`src/rtl/serial_add_ctrl_pkg.sv`:
```
// serial_add_ctrl_pkg: FSM encodings and default operand width shared by the adder family
package serial_add_ctrl_pkg;
    localparam int DEFAULT_WIDTH = 8;
    typedef enum logic [1:0] {IDLE = 2'd0, RUN = 2'd1, DONE = 2'd2} state_t;
endpackage

```
`src/rtl/full_adder_1b.sv`:
```
// full_adder_1b: one-bit full adder built from two half adders and an OR gate
// Ports: a, b, ci - addend bits and carry-in; s - sum bit; co - carry-out
module full_adder_1b (
    input  logic a,
    input  logic b,
    input  logic ci,
    output logic s,
    output logic co
);
    logic w_s1, w_c1, w_c2;
    assign w_s1 = a ^ b;
    assign w_c1 = a & b;
    assign s    = w_s1 ^ ci;
    assign w_c2 = w_s1 & ci;
    assign co   = w_c1 | w_c2;
endmodule

```
`src/rtl/serial_add_ctrl.sv`:
```
// serial_add_ctrl: bit-serial adder, LSB first, one bit per clock through a single full adder
// Ports: clk, rst (async, active-high); start, a, b - request and operands (captured on accept);
//        busy - high in RUN; done - one-cycle pulse in DONE; sum, carry - registered result of a+b
module serial_add_ctrl
    import serial_add_ctrl_pkg::*;
#(
    parameter int WIDTH = DEFAULT_WIDTH
) (
    input  logic             clk,
    input  logic             rst,
    input  logic             start,
    input  logic [WIDTH-1:0] a,
    input  logic [WIDTH-1:0] b,
    output logic             busy,
    output logic             done,
    output logic [WIDTH-1:0] sum,
    output logic             carry
);
    localparam int CW = $clog2(WIDTH);
    localparam logic [CW-1:0] LAST = CW'(WIDTH - 1);
    state_t r_state, w_next;
    logic [WIDTH-1:0] r_a, r_b, r_s, r_sum;
    logic [CW-1:0] r_cnt;
    logic r_c, r_carry, w_bit, w_co, w_last;
    full_adder_1b u_fa (.a(r_a[0]), .b(r_b[0]), .ci(r_c), .s(w_bit), .co(w_co));
    assign w_last = r_cnt == LAST;
    always_comb begin
        w_next = r_state;
        w_next = (r_state == IDLE) ? (start ? RUN : IDLE) :
                 (r_state == RUN)  ? (w_last ? DONE : RUN) : IDLE;
    end
    always_ff @(posedge clk or posedge rst) begin
        if (rst) begin
            r_state <= IDLE;
            r_a     <= '0;
            r_b     <= '0;
            r_s     <= '0;
            r_c     <= 1'b0;
            r_cnt   <= '0;
            r_sum   <= '0;
            r_carry <= 1'b0;
        end else begin
            r_state <= w_next;
            if (r_state == IDLE && start) begin
                r_a   <= a;
                r_b   <= b;
                r_s   <= '0;
                r_c   <= 1'b0;
                r_cnt <= '0;
            end else if (r_state == RUN) begin
                r_a   <= r_a >> 1;
                r_b   <= r_b >> 1;
                r_s   <= {w_bit, r_s[WIDTH-1:1]};
                r_c   <= w_co;
                r_cnt <= r_cnt + CW'(1);
                // publish only the complete word so partial results never show on sum
                if (w_last) begin
                    r_sum   <= {w_bit, r_s[WIDTH-1:1]};
                    r_carry <= w_co;
                end
            end
        end
    end
    assign busy  = r_state == RUN;
    assign done  = r_state == DONE;
    assign sum   = r_sum;
    assign carry = r_carry;
endmodule
```
`config.mk`:
```
export PLATFORM = sky130hd
export DESIGN_NAME = serial_add_ctrl
export DESIGN_NICKNAME = d
export VERILOG_FILES = /design/src/rtl/serial_add_ctrl_pkg.sv /design/src/rtl/full_adder_1b.sv /design/src/rtl/serial_add_ctrl.sv
export SDC_FILE = /design/constraint.sdc
export NUM_CORES = 1
export LEC_CHECK = 0
export ABC_AREA = 0
export BUFFER_PORTS_ARGS = -buffer_cell sky130_fd_sc_hd__buf_2
export CORE_MARGIN = 2
export CORE_UTILIZATION = 30
export CTS_CLUSTER_DIAMETER = 60
export DETAILED_ROUTE_END_ITERATION = 8
export PLACE_DENSITY = 0.51
export SYNTH_ARGS = -nofsm -noshare
export SYNTH_HDL_FRONTEND = slang
export SYNTH_SLANG_ARGS = --single-unit
```
`constraint.sdc`:
```
create_clock -name clk -period 1.79 [get_ports clk]
set_input_delay 0.537 -clock clk [delete_from_list [all_inputs] [get_ports clk]]
set_output_delay 0.537 -clock clk [all_outputs]
set_load 0.05 [all_outputs]
```
Word level (Yosys, flattened, before mapping)
Cells that the tools add are included.
{"block": "word_totals", "register_bits": 39, "inputBits": 19, "output_inout_bits": 11, "word_cells": 36}
{"block": "classes", "addsub": 1, "n_eq_ne": 3, "muxes": 14, "bitwise_logic": 6, "n_reduce_logical": 4}
{"operator": "$mux 8", "count": 6}
{"operator": "$mux 2", "count": 3}
{"operator": "$mux 3", "count": 2}
{"operator": "$add 3x1->3 const B", "count": 1}
{"operator": "$eq 3x3->1 const B", "count": 1}
{"operator": "$mux 1", "count": 3}
{"operator": "$reduce_and 3->1", "count": 1}
{"operator": "$and 1x1->1", "count": 2}
{"operator": "$eq 2x1->1 const B", "count": 1}
{"operator": "$eq 2x2->1 const B", "count": 1}
{"operator": "$logic_not 2->1", "count": 1}
{"operator": "$reduce_bool 2->1", "count": 1}
{"operator": "$xor 1x1->1", "count": 2}
{"operator": "$logic_and 1x1->1", "count": 1}
{"operator": "$not 1->1", "count": 1}
{"operator": "$or 1x1->1", "count": 1}

Longest topological paths before layout
Gate-level depths: netlist of run 1.
{"block": "logic_depth", "depth_word": 5, "ltp_mapped": 5}

Cells and area by module
Synthesis of run 1 repeated with hierarchy kept, for this count alone.
{"block": "hier_totals", "cells_unflattened": 136, "hier_area_um2": 1722.9}
{"module": "serial_add_ctrl", "n_inst": 1, "cells_per_inst": 135, "area_each_um2": 1702.9, "seq_area_each_um2": 950.9}
{"module": "full_adder_1b", "n_inst": 1, "cells_per_inst": 1, "area_each_um2": 20.0, "seq_area_each_um2": 0.0}

Worst setup path before layout of run 1
OpenSTA, ideal clock, no wires.
{"block": "synth_timing", "path_kind": "register -> output", "startpoint": "register r_state[0]", "endpoint": "output done", "t_arrival_ns": 1.377, "path_slack_ns": -0.124, "stages_incl_launch_ff": 4, "n_path_buf": 2, "cell_sequence": "dfrtp_1 buf_4 buf_2 nor2b_1"}
{"block": "synth_via", "elab_chain_len": 1}
{"element": "start: declaration", "line": "serial_add_ctrl.sv:21", "text": "state_t r_state, w_next;"}
{"element": "start signal: assignment", "line": "serial_add_ctrl.sv:43", "text": "r_state <= w_next;"}
{"element": "$eq 2x2->1", "line": "serial_add_ctrl.sv:65", "text": "assign done = r_state == DONE;"}
{"element": "end: declaration", "line": "serial_add_ctrl.sv:15", "text": "output logic done,"}
Every way passes these cells.

Final worst setup path of run 1
{"block": "layout_timing", "startpoint": "register r_state[1]", "endpoint": "output done"}
The elaborated chain is that of the path after synthesis.

==> results of run 1 <==
==> worst reg2reg max path, cell delays in order (launching register included) <==
cell,delay [ns]
dfrtp_1,0.43
buf_4,0.22
o21bai_4,0.19
buf_4,0.20
a221oi_1,0.32
==> sequential cells by signal, indices dropped and copies added, names as in the netlist <==
register / cells
r_state: 2
r_c: 1
carry: 1
r_a: 8
r_cnt: 3
sum: 8
r_s: 7
r_b: 8
==> area by class of cell <==
cell class	count	area (sq um)
clock buffers	6	82.6
clock inverters	1	30.0
fillers	576	3520
inverters	16	60.1
multi-input cells	70	671
flip-flops and latches	38	951
well taps	72	90.1
repair buffers	36	200
==> metrics by stage <==
| stage | power [mW] | cells | setup slack [ns] | instance area (sq um) | util [%] |
|---|---|---|---|---|---|
| 2_1_floorplan | 2.88 | 135 | 0.131 | 1770 | - |
| 3_3_place_gp | 3.15 | 232 | 0.348 | 1970 | 35.1 |
| 3_5_place_dp | 3.22 | 232 | 0.288 | 1970 | 35.1 |
| 4_1_cts | 3.97 | 239 | 0.0469 | 2080 | 37.1 |
| 5_1_grt | 4.20 | 239 | 0.0268 | 2080 | 37.2 |
| 6_report | 3.92 | 239 | 0.115 | 2080 | 37.2 |
==> how the worst max path moves through the flow <==
stage	startpoint	to	slack (ns)	cells after the start
6_report	r_state[1]$_DFF_PP0_	done	0.11	2
5_1_grt	r_state[1]$_DFF_PP0_	done	0.03	2
4_1_cts	r_state[1]$_DFF_PP0_	done	0.05	2
3_5_place_dp	start	r_b[2]$_DFFE_PP0P_	0.29	4
3_3_place_gp	start	r_cnt[0]$_DFFE_PP0P_	0.35	4
2_1_floorplan	r_state[0]$_DFF_PP0_	done	0.13	3
==> cell usage after synthesis <==
cell type and n:
a32o_1 2, buf_4 2, nor2b_4 1, nor2_1 12
a22o_1 10, mux2_4 9, nor4b_1 11, mux2_2 1
fa_1 1, dfrtp_1 38, a222oi_1 3, nor2b_1 4
buf_6 4, a221oi_1 8, nand3b_4 1, o21bai_4 1
a21oi_1 1, ha_1 2, a221oi_2 3, inv_1 16
buf_2 5
==> power by group through the flow <==
stage	Combinational (mW)	Sequential [mW]	Clock, mW
3_5_place_dp	1.72	1.50	0
5_1_grt	1.88	1.53	0.797
3_3_place_gp	1.67	1.48	0
4_1_cts	1.72	1.49	0.765
2_1_floorplan	1.14	1.74	0
6_report	1.69	1.48	0.744
==> cell families after synthesis <==
kind of cell	count (synthesis)	share of synthesized area (%)
flops	38	53.9
mux	10	8.30
simple gates	29	11.3
buf+inv	27	8.23
compound gates	28	15.7
fa+ha+maj	3	2.55
==> layer usage <==
metal	share of wire (%)	routed length [um]	vias up
li1	-	-	556
met2	48	1660	31
met5	0	0	-
met1	45	1570	577
met4	1.7	59	0
met3	5.3	184	7
==> reports/metrics.cfg, run 1 <==
[finish]
final_cell_mix = dfrtp_1 (38), buf_2 (28), inv_1 (16)
synthToLayoutAreaGrowth_pct = 18.2
mostFrequentLayoutCell = dfrtp_1
layout-drive-gt1-share_pct = 35.9
fin_nets = 189
antenna_cells = 0

[die]
die_width_um = 80.7
core-area_sq_mm = 0.00561
row_count = 27
die_y_um = 80.7
die_area_sq_mm = 0.00651
ios = 30
start_util_pct = 31.5

[clock_tree]
post_cts_buffers = 0
cts_sinks = 38
cts-root-buf = clkbuf_8
cts_tree = yes
cts.path.max_buffers = 2
clk_pin_slew_ns = 0.07
cts_max_level = 2
hold_buffers = 0
cts_inserted_buffers = 5
cts_resized = 0
clock_latency_ns = 0.29

[routing]
drc = 0
final_antenna_net_count = 0
vias = 1171
viasPerCell = 4.90
wl_um = 3470
wl_per_cell_um = 14.5
drtIter0Drc = 58
drt-pass1-iter-count = 4

[setup_path]
worst_ep_arrival_time_ns = 1.14
regToRegEndpoint = r_b[2]$_DFFE_PP0P_
cp_max_fo = 4
path_delay_family = flip-flops
max_stage_delay_ns = 0.43
critPathKind = flip-flop to output port
crit_required_ns = 1.25
end_kind = output port
worst_path_max_delay_cell = dfrtp_1
worst-path-buf-inv = 1
ff2ff_path_depth = 4
r2r_slack_ns = 0.31
worst_setup_path_start_kind = flip-flop
crit_chain = nor2b_2, clkbuf_4
timing.rr.start = r_state[1]$_DFF_PP0_

[placement]
dp_hpwl_um = 2370
gp_congestion = 0.747
port_buffers = 29

[grt]
grt.total_usage_pct = 12.0
grt_max_degree = 39
use_met2_pct = 17.6
grt_remaining_overflow = 0
antenna_found_initial = 0
grtUsageMet1_pct = 15.7
top_usage_layer = met2
use_met3_pct = 3.93
grt_pass1_wl_um = 5780
grt_pass1_vias = 1202

[power_and_ir_drop]
power_density_mw_per_mm2 = 1880
p_int_mw = 2.43
power_frac_clock_pct = 19.0
leakagePower_nw = 1.01
seqPwrFrac_pct = 37.8
vdd_ir_drop_max_mv = 0.888
switching_share_pct = 37.8
share_comb_of_total_power_pct = 43.3
p_switching_mw = 1.48

[timing]
period_share_pct = 93.6
fin_hold_ws_ns = 0.350
finalMaxSlewViolations = 0
rsz0062_at_grt = no
setup_viol = 0
worst_slew_pin_slew_ns = 0.489
maxSlewHeadroom_pct = 67.4
max_freq_ghz = 0.597
hold_violations = 0
worst_clock_skew_ns = 0.00139
tns_ns = 0
layout_min_cycle_time_ns = 1.68

[status]
status = finished clean

[synthesis]
yosys.area.top_type = dfrtp_1
ys_top_cells_by_area = dfrtp_1 (54%), mux2_4 (7.7%), nor4b_1 (5.5%)
synth.top_cell.area_share_pct = 53.9
synth-seq-cells = 38
synth_nets = 157
avgSynthCellArea_sq_um = 13.1
yosys_warnings = 0
yosysSeqAreaShare_pct = 53.9
syn_area_sq_mm = 0.00176
synthDistinctLibCells = 21
synth_cells = 135

[flow_run]
max-cap-violations = 0

[worst_hold_path]
hold_class = primary input to async pin

Power figures use the tool's default switching activity.
==> run 2: changes to the inputs <==
- ABC_AREA: 0 -> 1
==> run 2 against run 1 <==
Register-to-register slack improved by 0.13 ns. Sequential power barely moved. Non-clock buffer count fell by 2. Die area fell by 7.3%. Hold slack improved by 0.011 ns. Via count rose by 5.3%. Sequential cell count did not move. Largest power group is now sequential cells.
==> reports/metrics.cfg, run 2 <==
[timing]
max_freq_ghz = 0.591
rsz0062_at_grt = no
period_share_pct = 94.5
worst_slew_pin_slew_ns = 0.479
fin_hold_ws_ns = 0.361
maxSlewHeadroom_pct = 68.1
hold_violations = 0
setup_viol = 0
tns_ns = 0
worst_clock_skew_ns = 0.00577
finalMaxSlewViolations = 0
layout_min_cycle_time_ns = 1.69

[die]
core-area_sq_mm = 0.00517
die_width_um = 77.7
row_count = 26
start_util_pct = 31.5
die_y_um = 77.7
die_area_sq_mm = 0.00604
ios = 30

[synthesis]
avgSynthCellArea_sq_um = 8.85
yosys_warnings = 0
synth_flop_cell = dfrtp_1
ys_top_cells_by_area = dfrtp_1 (58%), nand2_1 (21%), nand3_1 (9.2%)
syn_area_sq_mm = 0.00163
synth_edf_count = 0
synth.top_cell.area_share_pct = 58.4
synth.most_common_cell = nand2_1
async_reset_ff_share_pct = 100
yosysSeqAreaShare_pct = 58.4
synth_commonest_cells = nand2_1 (93), dfrtp_1 (38), nand3_1 (30), buf_4 (3), inv_1 (3)
synthDistinctLibCells = 18
synth-seq-cells = 38
yosys.area.top_type = dfrtp_1
synth_nets = 206
synth_cells = 184

[placement]
port_buffers = 29
dpl_cell_area_sq_mm = 0.00186
dp_hpwl_um = 2150
gp_congestion = 0.708

[setup_path]
end_kind = output port
cp.depth = 4
max_stage_delay_ns = 0.40
worst_setup_path_start_kind = flip-flop
cp_max_fo = 4
crit_chain = inv_2, nand2_2, clkinv_2, clkbuf_4
critPathKind = flip-flop to output port
worst_path_max_delay_cell = dfrtp_1
path_delay_family = flip-flops
worst-path-buf-inv = 3
worst_ep_arrival_time_ns = 1.16
ff2ff_path_depth = 7
crit_required_ns = 1.25

[grt]
grt_pass1_wl_um = 5950
grt.total_usage_pct = 12.3
grt_max_degree = 39
grt_remaining_overflow = 0
grt_pass1_vias = 1279
antenna_found_initial = 0

[worst_hold_path]
hold_class = primary input to async pin

[routing]
vias = 1233
viasPerCell = 4.28
final_antenna_net_count = 0
drtIter0Drc = 92
wl_um = 3250
drt-pass1-iter-count = 4
wl_per_cell_um = 11.3
drc = 0

[clock_tree]
cts-root-buf = clkbuf_8
cts.path.max_buffers = 2
cts_max_level = 2
cts_tree = yes
clk_pin_slew_ns = 0.07
cts_inserted_buffers = 5
cts_sinks = 38
hold_buffers = 0
clock_latency_ns = 0.28

[finish]
final_cell_mix = nand2_1 (93), dfrtp_1 (37), nand3_1 (30)
finish.instance_area_sq_mm = 0.00194
layout-drive-gt1-share_pct = 21.6
mostFrequentLayoutCell = nand2_1
fin_util_pct = 37.5
antenna_cells = 0
fin_nets = 240
synthToLayoutAreaGrowth_pct = 19.0

[power_and_ir_drop]
vdd_ir_drop_max_mv = 0.584
power_density_mw_per_mm2 = 1770
power_mw = 3.43
leakagePower_nw = 1.03

[status]
status = finished clean

[flow_run]
max-cap-violations = 0

-- run 2: cell type report --
class	count	area, sq um
Inverter	5	20.0
Multi-Input combinational cell	134	604
Timing Repair Buffer	34	198
Sequential cell	38	952
Clock buffer	7	76.3
Fill cell	575	3230
Tap cell	70	87.6
-- run 2: final timing paths --
| check | startpoint | to | slack, ns |
|---|---|---|---|
| max in group asynchronous | rst | r_state[0]$_DFF_PP0_ | 1.07 |
| worst max register to register | r_state[1]$_DFF_PP0_ | sum[2]$_DFFE_PP0P_ | 0.44 |
| worst max-delay path | r_state[1]$_DFF_PP0_ | busy | 0.1 |
| worst min register to register | sum[3]$_DFFE_PP0P_ | sum[3]$_DFFE_PP0P_ | 0.47 |
| worst min-delay path | rst | r_a[1]$_DFFE_PP0P_ | 0.36 |
| min in group clk | sum[3]$_DFFE_PP0P_ | sum[3]$_DFFE_PP0P_ | 0.47 |
-- run 2: routing by layer --
metal,up-vias,global-route usage (%),wire length [um]
li1,652,-,-
met1,551,16.6,1620
met2,28,19.5,1470
met3,2,3.60,135
met4,0,3.21,19
met5,-,0,0
-- run 2: what timing repair did --
item	CTS	global route
buffers inserted	0	0
resized for setup	0	2
endpoints found under the setup margin	0	1
-- run 2: worst reg2reg max path, stage by stage, from the launching register on --
cell and delay (ns):
dfrtp_1 0.40, inv_2 0.11, nand2_2 0.10, clkinv_2 0.06, buf_4 0.25, nand2_2 0.18, nand2_1 0.10, nand2_1 0.05
-- run 2: logic make-up after synthesis --
group / count (synthesis) / share of synthesized area, %
flops: 38 / 58.4
fa+ha+maj: 3 / 2.76
buf+inv: 12 / 4.53
simple gates: 128 / 32.7
compound gates: 3 / 1.61
-- run 2: power by group --
group | leakage (nW) | internal, mW | switching, mW
logic | 0.505 | 0.443 | 0.982
clock network | 0.0383 | 0.268 | 0.266
registers | 0.487 | 1.24 | 0.231
total | 1.03 | 1.95 | 1.48
-- run 2: stage by stage --
| stage | worst slack [ns] | cells |
|---|---|---|
| 2_1_floorplan | 0.132 | 184 |
| 3_3_place_gp | 0.365 | 281 |
| 3_5_place_dp | 0.347 | 281 |
| 4_1_cts | 0.0353 | 288 |
| 5_1_grt | 0.0125 | 288 |
| 6_report | 0.0979 | 288 |
==> run 3: changes to the inputs <==
- CTS_BUF_LIST: unset -> sky130_fd_sc_hd__clkbuf_4 sky130_fd_sc_hd__clkbuf_8 sky130_fd_sc_hd__clkbuf_16
==> run 3 against run 2 <==
Sequential cell count unchanged. Register-to-register slack is essentially flat. Global-route usage barely moved. Clock skew barely moved. Highest routed layer unchanged. Cell count unchanged. First-iteration DRC count increased by 15%. Maximum frequency barely moved. Critical endpoint unchanged. Largest power group unchanged. Count of clock-buffer cells in the layout is the same. Sequential power is essentially flat.
==> reports/metrics.cfg, run 3 (synthesis results as in run 2) <==
[grt]
grt.total_usage_pct = 12.3
grt_pass1_vias = 1280
grt_pass1_wl_um = 5950
antenna_found_initial = 0
grt_remaining_overflow = 0
grt_max_degree = 39

[clock_tree]
cts_inserted_buffers = 5
cts_sinks = 38
cts_resized = 0
clk_pin_slew_ns = 0.07
clock_latency_ns = 0.28
cts_tree = yes
post_cts_buffers = 0
hold_buffers = 0
cts.path.max_buffers = 2
cts_max_level = 2
cts-root-buf = clkbuf_8

[placement]
place_ws_ns = 0.347
port_buffers = 29
dp_hpwl_um = 2150
gp_congestion = 0.708
dpl_cell_area_sq_mm = 0.00186
place_inst = 281

[timing]
tns_ns = 0
period_share_pct = 94.5
layout_min_cycle_time_ns = 1.69
worst_slew_pin_slew_ns = 0.474
max_freq_ghz = 0.591
worst_clock_skew_ns = 0.00560
finalMaxSlewViolations = 0
setup_viol = 0
hold_violations = 0
maxSlewHeadroom_pct = 68.4
rsz0062_at_grt = no
fin_ws_ns = 0.0993
fin_hold_ws_ns = 0.362

[setup_path]
worst_setup_path_start_kind = flip-flop
critPathKind = flip-flop to output port
ff2ff_path_depth = 7
regToRegEndpoint = sum[2]$_DFFE_PP0P_
end_kind = output port
cp_max_fo = 4
timing.rr.start = r_state[1]$_DFF_PP0_
crit_required_ns = 1.25
crit_start = r_state[1]$_DFF_PP0_
r2r_slack_ns = 0.44
worst_ep_arrival_time_ns = 1.15
cp-endpoint = busy

[die]
die_area_sq_mm = 0.00604
die_y_um = 77.7
ios = 30
die_width_um = 77.7
core-area_sq_mm = 0.00517
start_util_pct = 31.5
row_count = 26

[finish]
finish.instance_area_sq_mm = 0.00195
layoutNonFillerInstCount = 288
antenna_cells = 0
fin_nets = 240
synthToLayoutAreaGrowth_pct = 19.4
final_cell_mix = nand2_1 (93), dfrtp_1 (37), nand3_1 (30)
layout-drive-gt1-share_pct = 22.5
fin_util_pct = 37.6
mostFrequentLayoutCell = nand2_1

[routing]
wl_um = 3240
drtIter0Drc = 106
vias = 1255
final_antenna_net_count = 0
drt-pass1-iter-count = 4
drc = 0
wl_per_cell_um = 11.2
viasPerCell = 4.36

[power_and_ir_drop]
p_switching_mw = 1.48
power_mw = 3.46
seqPwrFrac_pct = 42.4
switching_share_pct = 42.8
share_comb_of_total_power_pct = 41.3
leakagePower_nw = 1.04
p_int_mw = 1.98
power_frac_clock_pct = 16.3
vdd_ir_drop_max_mv = 0.584
power_density_mw_per_mm2 = 1780

[status]
status = finished clean

[worst_hold_path]
hold_class = primary input to async pin

[flow_run]
max-cap-violations = 0

run 3: cell counts in the layout (fill, tap and decap cells not counted):
No cell type changed its count.
run 3: worst max-delay path, stage by stage, from the launching register on:
cell	delay, ns
dfrtp_1	0.40
inv_2	0.11
nand2_2	0.10
clkinv_2	0.06
clkbuf_4	0.22
run 3: per-layer routing:
metal,share of wire (%),up-vias,global-route usage (%)
li1,-,652,-
met1,49,569,16.5
met2,46,32,19.5
met3,4.3,2,3.60
met4,0.59,0,3.21
met5,0,-,0
run 3: layout make-up:
class | instances | area [sq um]
fill | 571 | 3230
sequential | 38 | 952
multi-input combinational | 134 | 604
timing repair buffer | 34 | 198
tap | 70 | 87.6
clock buffer | 7 | 83.8
inverter | 5 | 20.0
run 3: how the worst min path moves through the flow:
stage                         end  slack (ns)  cells past startpoint
2_1_floorplan  r_a[7]$_DFFE_PP0P_        0.44                      2
3_3_place_gp    carry$_DFFE_PP0P_        0.45                      2
3_5_place_dp   sum[3]$_DFFE_PP0P_        0.46                      2
4_1_cts        r_a[1]$_DFFE_PP0P_        0.38                      3
5_1_grt        r_a[1]$_DFFE_PP0P_        0.41                      3
6_report       r_a[1]$_DFFE_PP0P_        0.36                      3
run 3: power by group through the flow:
stage	Combinational, mW	Sequential [mW]	Clock (mW)
floorplan	0.809	1.78	0
global placement	1.44	1.47	0
detailed placement	1.45	1.48	0
CTS	1.45	1.47	0.592
global route	1.61	1.52	0.622
finish	1.43	1.47	0.563
